### src/rtl/prog_sequencer.sv
// Program load/run sequencer for the 8-bit accumulator processor: owns the instruction store,
// gates the processor clear/enable and captures one trace byte per executed cycle.
module prog_sequencer #(
   parameter int unsigned DEPTH = 64,
   parameter int unsigned AW    = 6,
   parameter int unsigned RUN_W = 16
) (
   input  logic             clk,
   input  logic             clb,
   input  logic             ld_valid,
   input  logic [7:0]       ld_data,
   input  logic             ld_last,
   output logic             ld_ready,
   input  logic             start,
   input  logic             halt_req,
   input  logic [RUN_W-1:0] run_len,
   input  logic [7:0]       cpu_pc,
   input  logic [7:0]       cpu_acc,
   output logic [7:0]       cpu_instr,
   output logic             cpu_clb,
   output logic             cpu_en,
   output logic             tr_valid,
   output logic [7:0]       tr_data,
   input  logic             tr_ready,
   output logic [1:0]       state,
   output logic             done,
   output logic             err_oob,
   output logic [RUN_W-1:0] cyc_count
);

   typedef enum logic [1:0] {
      StIdle = 2'b00,
      StLoad = 2'b01,
      StRun  = 2'b10,
      StDone = 2'b11
   } state_e;

   state_e           state_q, state_d;
   logic [AW:0]      prog_len_q, prog_len_d;
   logic [AW-1:0]    wa_q, wa_d;
   logic             cpu_clb_q, cpu_clb_d;
   logic             cpu_en_q, cpu_en_d;
   logic             err_q, err_d;
   logic             halt_q, halt_d;
   logic             pend_q;
   logic [RUN_W-1:0] cyc_q, cyc_d;
   logic [RUN_W-1:0] len_q, len_d;
   logic [7:0]       mem [DEPTH];
   logic [7:0]       fifo_q [4];
   logic [1:0]       rd_q, wr_q;
   logic [2:0]       cnt_q;

   logic ld_acc, ld_end, start_ok, in_range, oob_now;
   logic budget_ok, budget_hit, room, flush, push, pop;

   assign in_range  = 9'(cpu_pc) < 9'(prog_len_q);
   assign cpu_instr = in_range ? mem[cpu_pc[AW-1:0]] : 8'h00;

   assign ld_ready = (state_q != StRun);
   assign ld_acc   = ld_valid & ld_ready;
   assign ld_end   = ld_acc & (ld_last | (wa_q == AW'(DEPTH - 1)));
   assign start_ok = start & ((state_q == StIdle) | (state_q == StDone)) &
                     (prog_len_q != '0) & ~ld_acc;

   // pc is only meaningful once the clear cycle has passed
   assign oob_now    = (state_q == StRun) & cpu_clb_q & ~in_range;
   assign budget_ok  = (len_q == '0) | (cyc_d < len_q);
   assign budget_hit = (len_q != '0) & (cyc_q >= len_q);
   // reserve a slot for every entry already in flight (pending push and current enable)
   assign room       = (4'(cnt_q) + 4'(pend_q) + 4'(cpu_en_q)) < 4'd4;
   assign push       = pend_q;
   assign pop        = tr_valid & tr_ready;

   always_comb begin
      state_d    = state_q;
      prog_len_d = prog_len_q;
      wa_d       = wa_q;
      err_d      = err_q;
      halt_d     = halt_q;
      len_d      = len_q;
      cyc_d      = cyc_q + RUN_W'(cpu_en_q);
      flush      = 1'b0;
      cpu_en_d   = 1'b0;
      if (ld_acc) begin
         wa_d    = wa_q + AW'(1);
         state_d = StLoad;
         if (ld_end) begin
            prog_len_d = (AW + 1)'(wa_q) + (AW + 1)'(1);
            wa_d       = '0;
            state_d    = StIdle;
         end
      end
      unique case (state_q)
         StIdle, StDone: begin
            if (start_ok) begin
               state_d = StRun;
               flush   = 1'b1;
               len_d   = run_len;
               cyc_d   = '0;
               err_d   = 1'b0;
               halt_d  = 1'b0;
            end
         end
         StRun: begin
            if (halt_req) halt_d = 1'b1;
            if (oob_now) err_d = 1'b1;
            if (cpu_clb_q & ~cpu_en_q & ~pend_q & (budget_hit | halt_q | err_q)) begin
               state_d = StDone;
            end else begin
               cpu_en_d = room & budget_ok & ~halt_req & ~halt_q & ~oob_now & ~err_q;
            end
         end
         default: ;
      endcase
      cpu_clb_d = ((state_q == StRun) & (state_d == StRun)) | (state_d == StDone);
   end

   always_ff @(posedge clk) begin
      if (clb) begin
         state_q    <= StIdle;
         prog_len_q <= '0;
         wa_q       <= '0;
         cpu_clb_q  <= 1'b0;
         cpu_en_q   <= 1'b0;
         err_q      <= 1'b0;
         halt_q     <= 1'b0;
         pend_q     <= 1'b0;
         cyc_q      <= '0;
         len_q      <= '0;
         rd_q       <= '0;
         wr_q       <= '0;
         cnt_q      <= '0;
      end else begin
         state_q    <= state_d;
         prog_len_q <= prog_len_d;
         wa_q       <= wa_d;
         cpu_clb_q  <= cpu_clb_d;
         cpu_en_q   <= cpu_en_d;
         err_q      <= err_d;
         halt_q     <= halt_d;
         pend_q     <= cpu_en_q;
         cyc_q      <= cyc_d;
         len_q      <= len_d;
         if (flush) begin
            rd_q  <= '0;
            wr_q  <= '0;
            cnt_q <= '0;
         end else begin
            if (push) wr_q <= wr_q + 2'd1;
            if (pop) rd_q <= rd_q + 2'd1;
            cnt_q <= cnt_q + 3'(push) - 3'(pop);
         end
      end
   end

   // storage arrays carry no reset
   always_ff @(posedge clk) begin
      if (!clb && ld_acc) mem[wa_q] <= ld_data;
      if (!clb && push && !flush) fifo_q[wr_q] <= cpu_acc;
   end

   assign state     = state_q;
   assign done      = (state_q == StDone);
   assign cpu_clb   = cpu_clb_q;
   assign cpu_en    = cpu_en_q;
   assign err_oob   = err_q;
   assign cyc_count = cyc_q;
   assign tr_valid  = (cnt_q != 3'd0);
   assign tr_data   = fifo_q[rd_q];

endmodule

### config.mk
export PLATFORM = sky130hd
export DESIGN_NAME = prog_sequencer
export DESIGN_NICKNAME = d
export VERILOG_FILES = /design/src/rtl/prog_sequencer.sv
export SDC_FILE = /design/constraint.sdc
export NUM_CORES = 1
export LEC_CHECK = 0
export CORE_ASPECT_RATIO = 0.75
export CORE_MARGIN = 5
export CORE_UTILIZATION = 50
export DETAILED_ROUTE_END_ITERATION = 10
export PLACE_DENSITY_LB_ADDON = 0.05
export SYNTH_ARGS = -nofsm -noshare
export SYNTH_HDL_FRONTEND = slang
export SYNTH_SLANG_ARGS = --single-unit
export TNS_END_PERCENT = 30
### constraint.sdc
create_clock -name clk -period 8.81 [get_ports clk]
set_input_delay 1.762 -clock clk [delete_from_list [all_inputs] [get_ports clk]]
set_output_delay 1.762 -clock clk [all_outputs]
set_load 0.1 [all_outputs]
* Word level (Yosys, flattened, before mapping)
Memories as Yosys holds them, arrays and structs flattened. A register that Yosys moved wholly into a read port is not among the register bits.
Index checks and enable logic that the tools add are counted.
** Word-level totals
- Register bits :: 59
- Bits in writable memories :: 544
- Bits of input ports :: 47
- Output and inout bits :: 40
- Word-level logic and storage cells :: 110
- Memories :: 2
** Memory list
- mem :: depth 64, width 8, rd ports 1, clocked after Yosys merged registers in 0, write ports 1, RTL line 48 : logic [7:0] mem [DEPTH];
- fifo_q :: depth 4, width 8, rd ports 1, clocked after Yosys merged registers in 1, write ports 1, RTL line 49 : logic [7:0] fifo_q [4];
** Operators by class
- Add/sub/neg operators :: 9
- Order comparisons :: 4
- Eq/ne operators :: 9
- Multiplexer cells :: 22
- Bitwise operators :: 33
- Reduce and logical (&&, ||, !) cells :: 18
** Operator list (number)
- two-way mux 16 bit :: 2
- AND 1 bit :: 18
- adder 16 x 1 -> 16 bit :: 1
- >= comparator 16 bit :: 1
- logical NOT 16 bit :: 1
- < comparator 16 bit :: 1
- nonzero test 16 bit :: 1
- two-way mux 1 bit :: 10
- two-way mux 2 bit :: 5
- inverter 1 bit :: 9
- == test 2 bit, second input constant :: 4
- < comparator 8 x 7 -> 1 bit :: 1
- two-way mux 8 bit :: 1
- inequality test 2 bit, second input constant :: 4
- adder 6 x 1 -> 7 bit, second input constant :: 1
- nonzero test 7 bit :: 1
- adder 6 x 1 -> 6 bit, second input constant :: 1
- == test 6 bit, second input constant :: 1
- two-way mux 6 bit :: 1
- OR 1 bit :: 6
- AND reduction 3 bit :: 2
- adder 2 x 1 -> 2 bit, second input constant :: 2
- adder 3 x 1 -> 4 bit :: 1
- adder 4 x 1 -> 4 bit :: 1
- other kinds (13) :: 19

* Logic depth before layout (Yosys ltp)
Gate-level depths: netlist of the first run.
- Word-level depth :: 14
- Depth in mapped cells :: 15
- Gate-level depth less buffers :: 14

* Worst setup path before layout of the first run
Ideal clock, no wire load.
- Path type :: input to output
- From :: input cpu_pc[2]
- To :: output cpu_instr[0]
- Arrival :: 4.446 ns
- Data required time :: 7.048 ns
- Setup slack :: 2.602 ns
- Stages on the path :: 6
- Buffers on the path :: 0
- Cells stage by stage :: ha_1 a21o_1 a31oi_1 o21ai_1 a2111o_1 o21ai_1
** Between the ends
- Word-level cells in the longest chain between the ends :: 2
- Elaborated cells on any way between the ends :: 3
- Classes of those cells :: order compare: 1; mux: 1; memory: 1
** RTL lines
- from (decl) :: RTL line 17 : input logic [7:0] cpu_pc,
- memory (64 x 8 bit) / < comparator 8 x 7 -> 1 bit (equally long branches)
- two-way mux 8 bit * :: RTL line 57 : assign cpu_instr = in_range ? mem[cpu_pc[AW-1:0]] : 8'h00;
- to (decl) :: RTL line 19 : output logic [7:0] cpu_instr,
Mark *: on every way between the ends. The rest lies on a longest branch, timed or not.

* Worst setup path after layout of the first run
- From :: input cpu_pc[5]
- To :: output cpu_instr[6]
The elaborated chain is that of the path after synthesis.

==> metrics.yaml, run 1 <==
run_status:
  outcome: "finished, final reports clean"
yosys:
  synth-main-ff-cell: "edfxtp_1"
  synthArstFlopShare_pct: 0
  syn_avg_cell_area_sq_um: 17.1
  yosysSeqAreaShare_pct: 70.5
  synth_edf_count: 544
  yosysWarningCount: 0
  netlist_area_sq_um: 24900
  syn_inst: 1454
  synthesis.nets: 1553
  synth_cell_type_count: 63
  ys_ff_latch: 605
clocking:
  cts_setup_buffers: 0
  htree_num_levels: 2
  insertion_delay_ns: 0.61
  max-clock-path-buffers: 3
  numCtsBuffers: 58
  cts_sinks: 605
  post_cts_resized: 0
  cts-root-buf: "clkbuf_16"
  holdBufCountCts: 0
  path_clk_slew_ns: 0.06
  tritoncts: "yes"
grt:
  grt_max_degree: 67
  track_usage_pct: 20.4
  grt_pass1_wl_mm: 84.0
  gr-total-overflow: 0
  grt_pass1_vias: 13100
  antenna_found_initial: 0
floorplanning:
  boundaryPins: 87
  core_area_sq_um: 49000
  start_util_pct: 50.8
  fp-row-count: 70
  die_w_microns: 268
  die-area_sq_um: 54400
  die_h_microns: 203
placement:
  port-buffer-count: 86
  post-place-ws_ns: 1.54
  dp_hpwl_mm: 35.0
  place_inst: 2129
  gp_congestion: 0.826
drt:
  vias_per_cell: 5.94
  antenna_left: 0
  num_vias: 13200
  drc_errors: 0
  detail_route.wl_per_cell_microns: 25.1
  routed_wl_mm: 55.8
  dr.first_iter.drc_count: 1159
  first_pass_iters: 5
timing:
  finalMaxSlewViolations: 0
  fmaxAchievable_mhz: 137
  setup_viol_count_final: 0
  slew_headroom_pct: 25.8
  post-route-period-util_pct: 82.7
  period_minus_slack_ns: 7.29
  final.setup.tns_ns: 0
  setup_slack_ns: 1.52
  rsz0062_at_grt: "no"
  hold_viol: 0
  worst_pin_slew_ns: 1.11
  worst_clock_skew_ns: 0.0169
power_and_ir_drop:
  ir_drop_mv: 0.157
  leakagePower_nw: 9.03
  powerDensity_nw_per_um2: 218
final_layout:
  fin_nets: 1640
  drive_above_1_share_pct: 14.8
  n_antenna_cell: 0
  final_cells: 2225
  area_delta_synth_final_pct: 12.4
critical_path:
  cp-endpoint: "cpu_instr[6]"
  crit_type: "in2out"
  worstPathArrival_ns: 5.52
  reg2reg_to: "cpu_en"
  cp_max_fo: 14
  rrSetupSlack_ns: 5.12
  cp_slowest_cell: "clkdlybuf4s50_1"
  worstPathCellList: "clkdlybuf4s50_1 > ha_1 > a21oi_1 > o21ai_1 > a2111o_1 > a31o_2 > nand2_1 > clkdlybuf4s50_1"
  end_kind: "primary output"
  worstPathRequired_ns: 7.05
  cp_common_cell: "clkdlybuf4s50_1"
  r2r_start: "state[1]"
  max_stage_delay_ns: 1.15
  crit_start: "cpu_pc[5]"
  cp-start-kind: "input pin"
  r2r_cells: 12
job:
  drv_cap: 0
min_path:
  hold_class: "reg2reg"
## worst max-delay path, delay by kind of cell
family	cells	cell delay [ns]
adder cells (fa/ha/maj)	1	0.37
AND/OR/NAND/NOR	1	0.11
buffers and inverters	2	2.09
AO/OA/AOI/OAI	4	1.18
## metal layers
| layer | global-route usage, % | part of all wire (%) | up-vias |
|---|---|---|---|
| met3 | 3.44 | 5.9 | 75 |
| li1 | - | - | 5929 |
| met5 | 0 | 0 | - |
| met2 | 29.8 | 45 | 390 |
| met1 | 32.3 | 47 | 6824 |
| met4 | 5.17 | 2.2 | 0 |
## synthesized netlist by cell type (9+ instances only)
cell,count,area (sq um)
nor2_1,158,593
a211oi_1,33,248
o21ai_0,9,45.0
ha_1,51,638
inv_1,33,124
a22oi_1,24,180
clkbuf_1,25,93.8
edfxtp_1,544,16300
nand2_1,23,86.3
a21oi_1,56,280
nand3_1,13,65.1
mux2i_1,41,410
nor3_1,16,80.1
a221oi_1,9,78.8
buf_2,26,130
xor2_1,13,114
mux4_2,111,2500
and3_1,17,106
buf_1,9,33.8
nor2b_1,38,238
nor4_1,12,75.1
dfxtp_1,61,1220
xnor2_1,9,78.8
## kinds of logic (layout without fill, tap and decap cells)
family	Yosys count	count (layout)	share of synthesized area [%]
adder cells (fa/ha/maj)	52	52	2.64
XOR/XNOR	22	22	0.774
AND/OR/NAND/NOR	320	320	6.22
buffers and inverters	109	232	2.21
AO/OA/AOI/OAI	188	188	5.35
multiplexers	158	158	12.3
flip-flops	605	605	70.5
## worst min path at each step
stage	start	to	slack, ns	cells after the start
after floorplan	prog_len_q[1]	prog_len_q[1]	0.48	2
after global placement	rd_q[1]	rd_q[1]	0.51	2
after detailed placement	prog_len_q[0]	prog_len_q[0]	0.51	2
after CTS	prog_len_q[0]	prog_len_q[0]	0.52	2
after global routing	prog_len_q[0]	prog_len_q[0]	0.54	2
final	prog_len_q[0]	prog_len_q[0]	0.52	2
## state kept, by name, summed over array words and instances, names as in the netlist, 2 cells and up, named ones only
signal      cells
cnt_q           3
cyc_count      16
fifo_q         32
len_q          16
mem           512
prog_len_q      7
rd_q            2
state           2
wa_q            6
wr_q            2
## cell type report
class / instances / area (sq um)
Tap cell: 648 / 811
Sequential cell: 605 / 17600
Multi-Input combinational cell: 740 / 6810
Inverter: 33 / 124
Timing Repair Buffer: 103 / 933
Fill cell: 3816 / 21100
Clock inverter: 23 / 205
Clock buffer: 73 / 1560
## where the power goes
part           leakage, nW  internal (mW)  total, mW  switching (mW)
logic                 2.78          0.190      0.564           0.375
clock network        0.859           1.35       2.37            1.02
registers             5.38           3.15       3.17          0.0264
## stage by stage
| stage | power [mW] | instance area [sq um] | hold slack, ns | util (%) |
|---|---|---|---|---|
| floorplan | 3.62 | 24900 | 0.484 | - |
| global placement | 3.80 | 26200 | 0.505 | 53.5 |
| detailed placement | 3.80 | 26200 | 0.509 | 53.5 |
| CTS | 6.16 | 28000 | 0.517 | 57.1 |
| global route | 6.33 | 28000 | 0.539 | 57.1 |
| finish | 6.11 | 28000 | 0.515 | 57.1 |
## cell usage in the layout, fill, tap and decap left out, drive strengths merged, types with 3 or more instances in the layout
| cell | n |
|---|---|
| clkdlybuf4s50 | 66 |
| nand2 | 23 |
| a21o | 7 |
| nand2b | 8 |
| a2111oi | 11 |
| a22oi | 24 |
| o2111ai | 3 |
| mux4 | 117 |
| and2 | 5 |
| and3 | 17 |
| nor4 | 12 |
| a221oi | 9 |
| inv | 34 |
| a21oi | 56 |
| nand4 | 8 |
| nor3 | 17 |
| dfxtp | 61 |
| a211oi | 35 |
| nor2b | 39 |
| clkbuf | 73 |
| a22o | 7 |
| o21a | 3 |
| nor2 | 158 |
| xor2 | 13 |
| bufinv | 4 |
| edfxtp | 544 |
| or3 | 4 |
| nand3 | 13 |
| a31oi | 3 |
| o21ai | 17 |
| clkinv | 17 |
| nand3b | 4 |
| ha | 51 |
| xnor2 | 9 |
| mux2i | 41 |
| nor3b | 4 |
| buf | 37 |
No activity file was read; power rests on OpenSTA's default activity.
==> inputs of run 2 (changes only) <==
==> constraint.sdc (replaced) <==
create_clock -name clk -period 7.1 [get_ports clk]
set_input_delay 1.42 -clock clk [delete_from_list [all_inputs] [get_ports clk]]
set_output_delay 1.42 -clock clk [all_outputs]
set_load 0.1 [all_outputs]
==> run 2 against run 1 <==
- clock skew shrank 0.0021 ns
- largest power group unchanged
- non-clock buffer count grew 4
- via count increased by 0.96%
- wire length increased by 5.9%
- die area stayed put
- worst setup slack lost 0.22 ns
- final cell count rose by 0.67%
==> metrics.yaml, run 2 (same netlist as run 1, synthesis figures left out) <==
critical_path:
  worstPathArrival_ns: 4.37  # was 5.52 ns
  worstPathRequired_ns: 5.68  # was 7.05 ns
  worstPathCellList: "clkdlybuf4s50_1 > ha_1 > a21oi_1 > o21ai_1 > a2111oi_4 > a22oi_1 > o21ai_1 > buf_4"  # was clkdlybuf4s50_1 > ha_1 > a21oi_1 > o21ai_1 > a2111o_1 > a31o_2 > nand2_1 > clkdlybuf4s50_1
  crit_start: "cpu_pc[5]"  # unchanged
  cp-start-kind: "input pin"  # unchanged
  end_kind: "primary output"  # unchanged
  max_stage_delay_ns: 0.87  # was 1.15 ns
  crit_type: "in2out"  # unchanged
  r2r_start: "state[1]"  # unchanged
  cp_max_fo: 14  # unchanged
  cp_common_cell: "o21ai_1"  # was clkdlybuf4s50_1
  cp_slowest_cell: "clkdlybuf4s50_1"  # unchanged
placement:
  place_area_sq_um: 26300  # was 26200 sq um
  dp_hpwl_mm: 38.2  # was 35.0 mm
  gp_congestion: 0.888  # was 0.826
  port-buffer-count: 86  # unchanged
  place_inst: 2133  # was 2129
  post-place-ws_ns: 1.31  # was 1.54 ns
final_layout:
  num-fill-cells: 3791  # was 3816
  final_common_cell: "edfxtp_1"  # unchanged
  register_area_sq_um: 17600  # unchanged
  final_cells: 2240  # was 2225
  top_register: "mem"  # unchanged
  multiInputGateArea_sq_um: 6810  # unchanged
  fin_nets: 1644  # was 1640
  reg.largest.list: "mem (512), fifo_q (32)"  # unchanged
  most-common-layout-cells: "edfxtp_1, nor2_1, mux4_2"  # unchanged
  area_delta_synth_final_pct: 13.5  # was 12.4%
  utilization_pct: 57.7  # was 57.1%
  fin_area_sq_um: 28300  # was 28000 sq um
  n_antenna_cell: 0  # unchanged
  largest_reg_flops: 512  # unchanged
  drive_above_1_share_pct: 16.1  # was 14.8%
timing:
  hold_ws_ns: 0.521  # was 0.515 ns
  rsz0062_at_grt: "no"  # unchanged
  setup_slack_ns: 1.31  # was 1.52 ns
  final.setup.tns_ns: 0  # unchanged
  setup_viol_count_final: 0  # unchanged
  worst_clock_skew_ns: 0.0148  # was 0.0169 ns
  hold_viol: 0  # unchanged
  finalMaxSlewViolations: 0  # unchanged
  worst_pin_slew_ns: 1.08  # was 1.11 ns
  period_minus_slack_ns: 5.79
  fmaxAchievable_mhz: 173
  slew_headroom_pct: 27.9  # was 25.8%
  post-route-period-util_pct: 81.6
grt:
  grt_pass1_wl_mm: 87.7  # was 84.0 mm
  grt_max_degree: 65  # was 67
  track_usage_pct: 21.6  # was 20.4%
  gr-total-overflow: 0  # unchanged
  grt_pass1_vias: 13100  # about the same
  antenna_found_initial: 0  # unchanged
drt:
  routed_wl_mm: 59.1  # was 55.8 mm
  num_vias: 13300  # was 13200
  first_pass_iters: 5  # unchanged
  detail_route.wl_per_cell_microns: 26.4  # was 25.1 microns
  dr.first_iter.drc_count: 1361  # was 1159
  vias_per_cell: 5.96  # was 5.94
  antenna_left: 0  # unchanged
  drc_errors: 0  # unchanged
clocking:
  holdBufCountCts: 0  # unchanged
  cts_sinks: 605  # unchanged
  path_clk_slew_ns: 0.07  # was 0.06 ns
  post_cts_resized: 0  # unchanged
  numCtsBuffers: 58  # unchanged
  htree_num_levels: 2  # unchanged
  cts_setup_buffers: 0  # unchanged
  tritoncts: "yes"  # unchanged
  max-clock-path-buffers: 3  # unchanged
  cts-root-buf: "clkbuf_16"  # unchanged
  insertion_delay_ns: 0.60  # was 0.61 ns
floorplanning:
  core_area_sq_um: 49000  # unchanged
  die-area_sq_um: 54400  # unchanged
  start_util_pct: 50.8  # unchanged
  die_w_microns: 268  # unchanged
  fp-row-count: 70  # unchanged
  die_h_microns: 203  # unchanged
  boundaryPins: 87  # unchanged
power_and_ir_drop:
  power_mw: 7.90  # was 6.11 mW
  ir_drop_mv: 0.217  # was 0.157 mV
  powerDensity_nw_per_um2: 279  # was 218 nW/um^2
  leakagePower_nw: 9.17  # was 9.03 nW
min_path:
  hold_class: "reg2reg"  # unchanged
  min-delay-start: "prog_len_q[0]"  # unchanged
run_status:
  outcome: "finished, final reports clean"  # unchanged
job:
  drv_cap: 0  # unchanged
## run 2: cell types whose count changed in the layout (fill, tap and decap cells not counted), sizes merged
cell / previous run / this run
buf: 37 / 42
bufinv: 4 / 9
clkbuf: 73 / 71
clkdlybuf4s50: 66 / 65
clkinv: 17 / 22
clkinvlp: 1 / 4
## run 2: critical path: cells and delay by family
kind	cells	cell delay, ns
compound gates	5	1.38
fa+ha+maj	1	0.36
buf+inv	2	1.22
## run 2: path summary, 6_finish.rpt
kind / end / slack (ns) / cells after the start
worst max-delay path: cpu_instr[2] / 1.31 / 8
worst min register to register: prog_len_q[0] / 0.52 / 2
worst max register to register: cpu_en / 3.34 / 12
worst min-delay path: prog_len_q[0] / 0.52 / 2
## run 2: per-layer routing
metal  vias to the layer above  track usage (%)  wire length [microns]
met3                        82             5.27                   4590
met2                       447             30.5                  25400
met5                         -                0                      0
met4                         0             5.09                   1290
met1                      6852             34.3                  27800
li1                       5964                -                      -
## run 2: area by class of cell
type | instances | share of cell area [%]
clock inverters | 36 | 1.46
multi-input cells | 740 | 24.1
inverters | 33 | 0.438
well taps | 648 | 2.87
repair buffers | 107 | 3.44
clock buffers | 71 | 5.64
flip-flops and latches | 605 | 62.1
## run 2: report_power, final
| group | internal, mW | switching, mW |
|---|---|---|
| clock | 1.92 | 1.32 |
| sequential | 3.90 | 0.0326 |
| combinational | 0.238 | 0.486 |
| total | 6.06 | 1.84 |
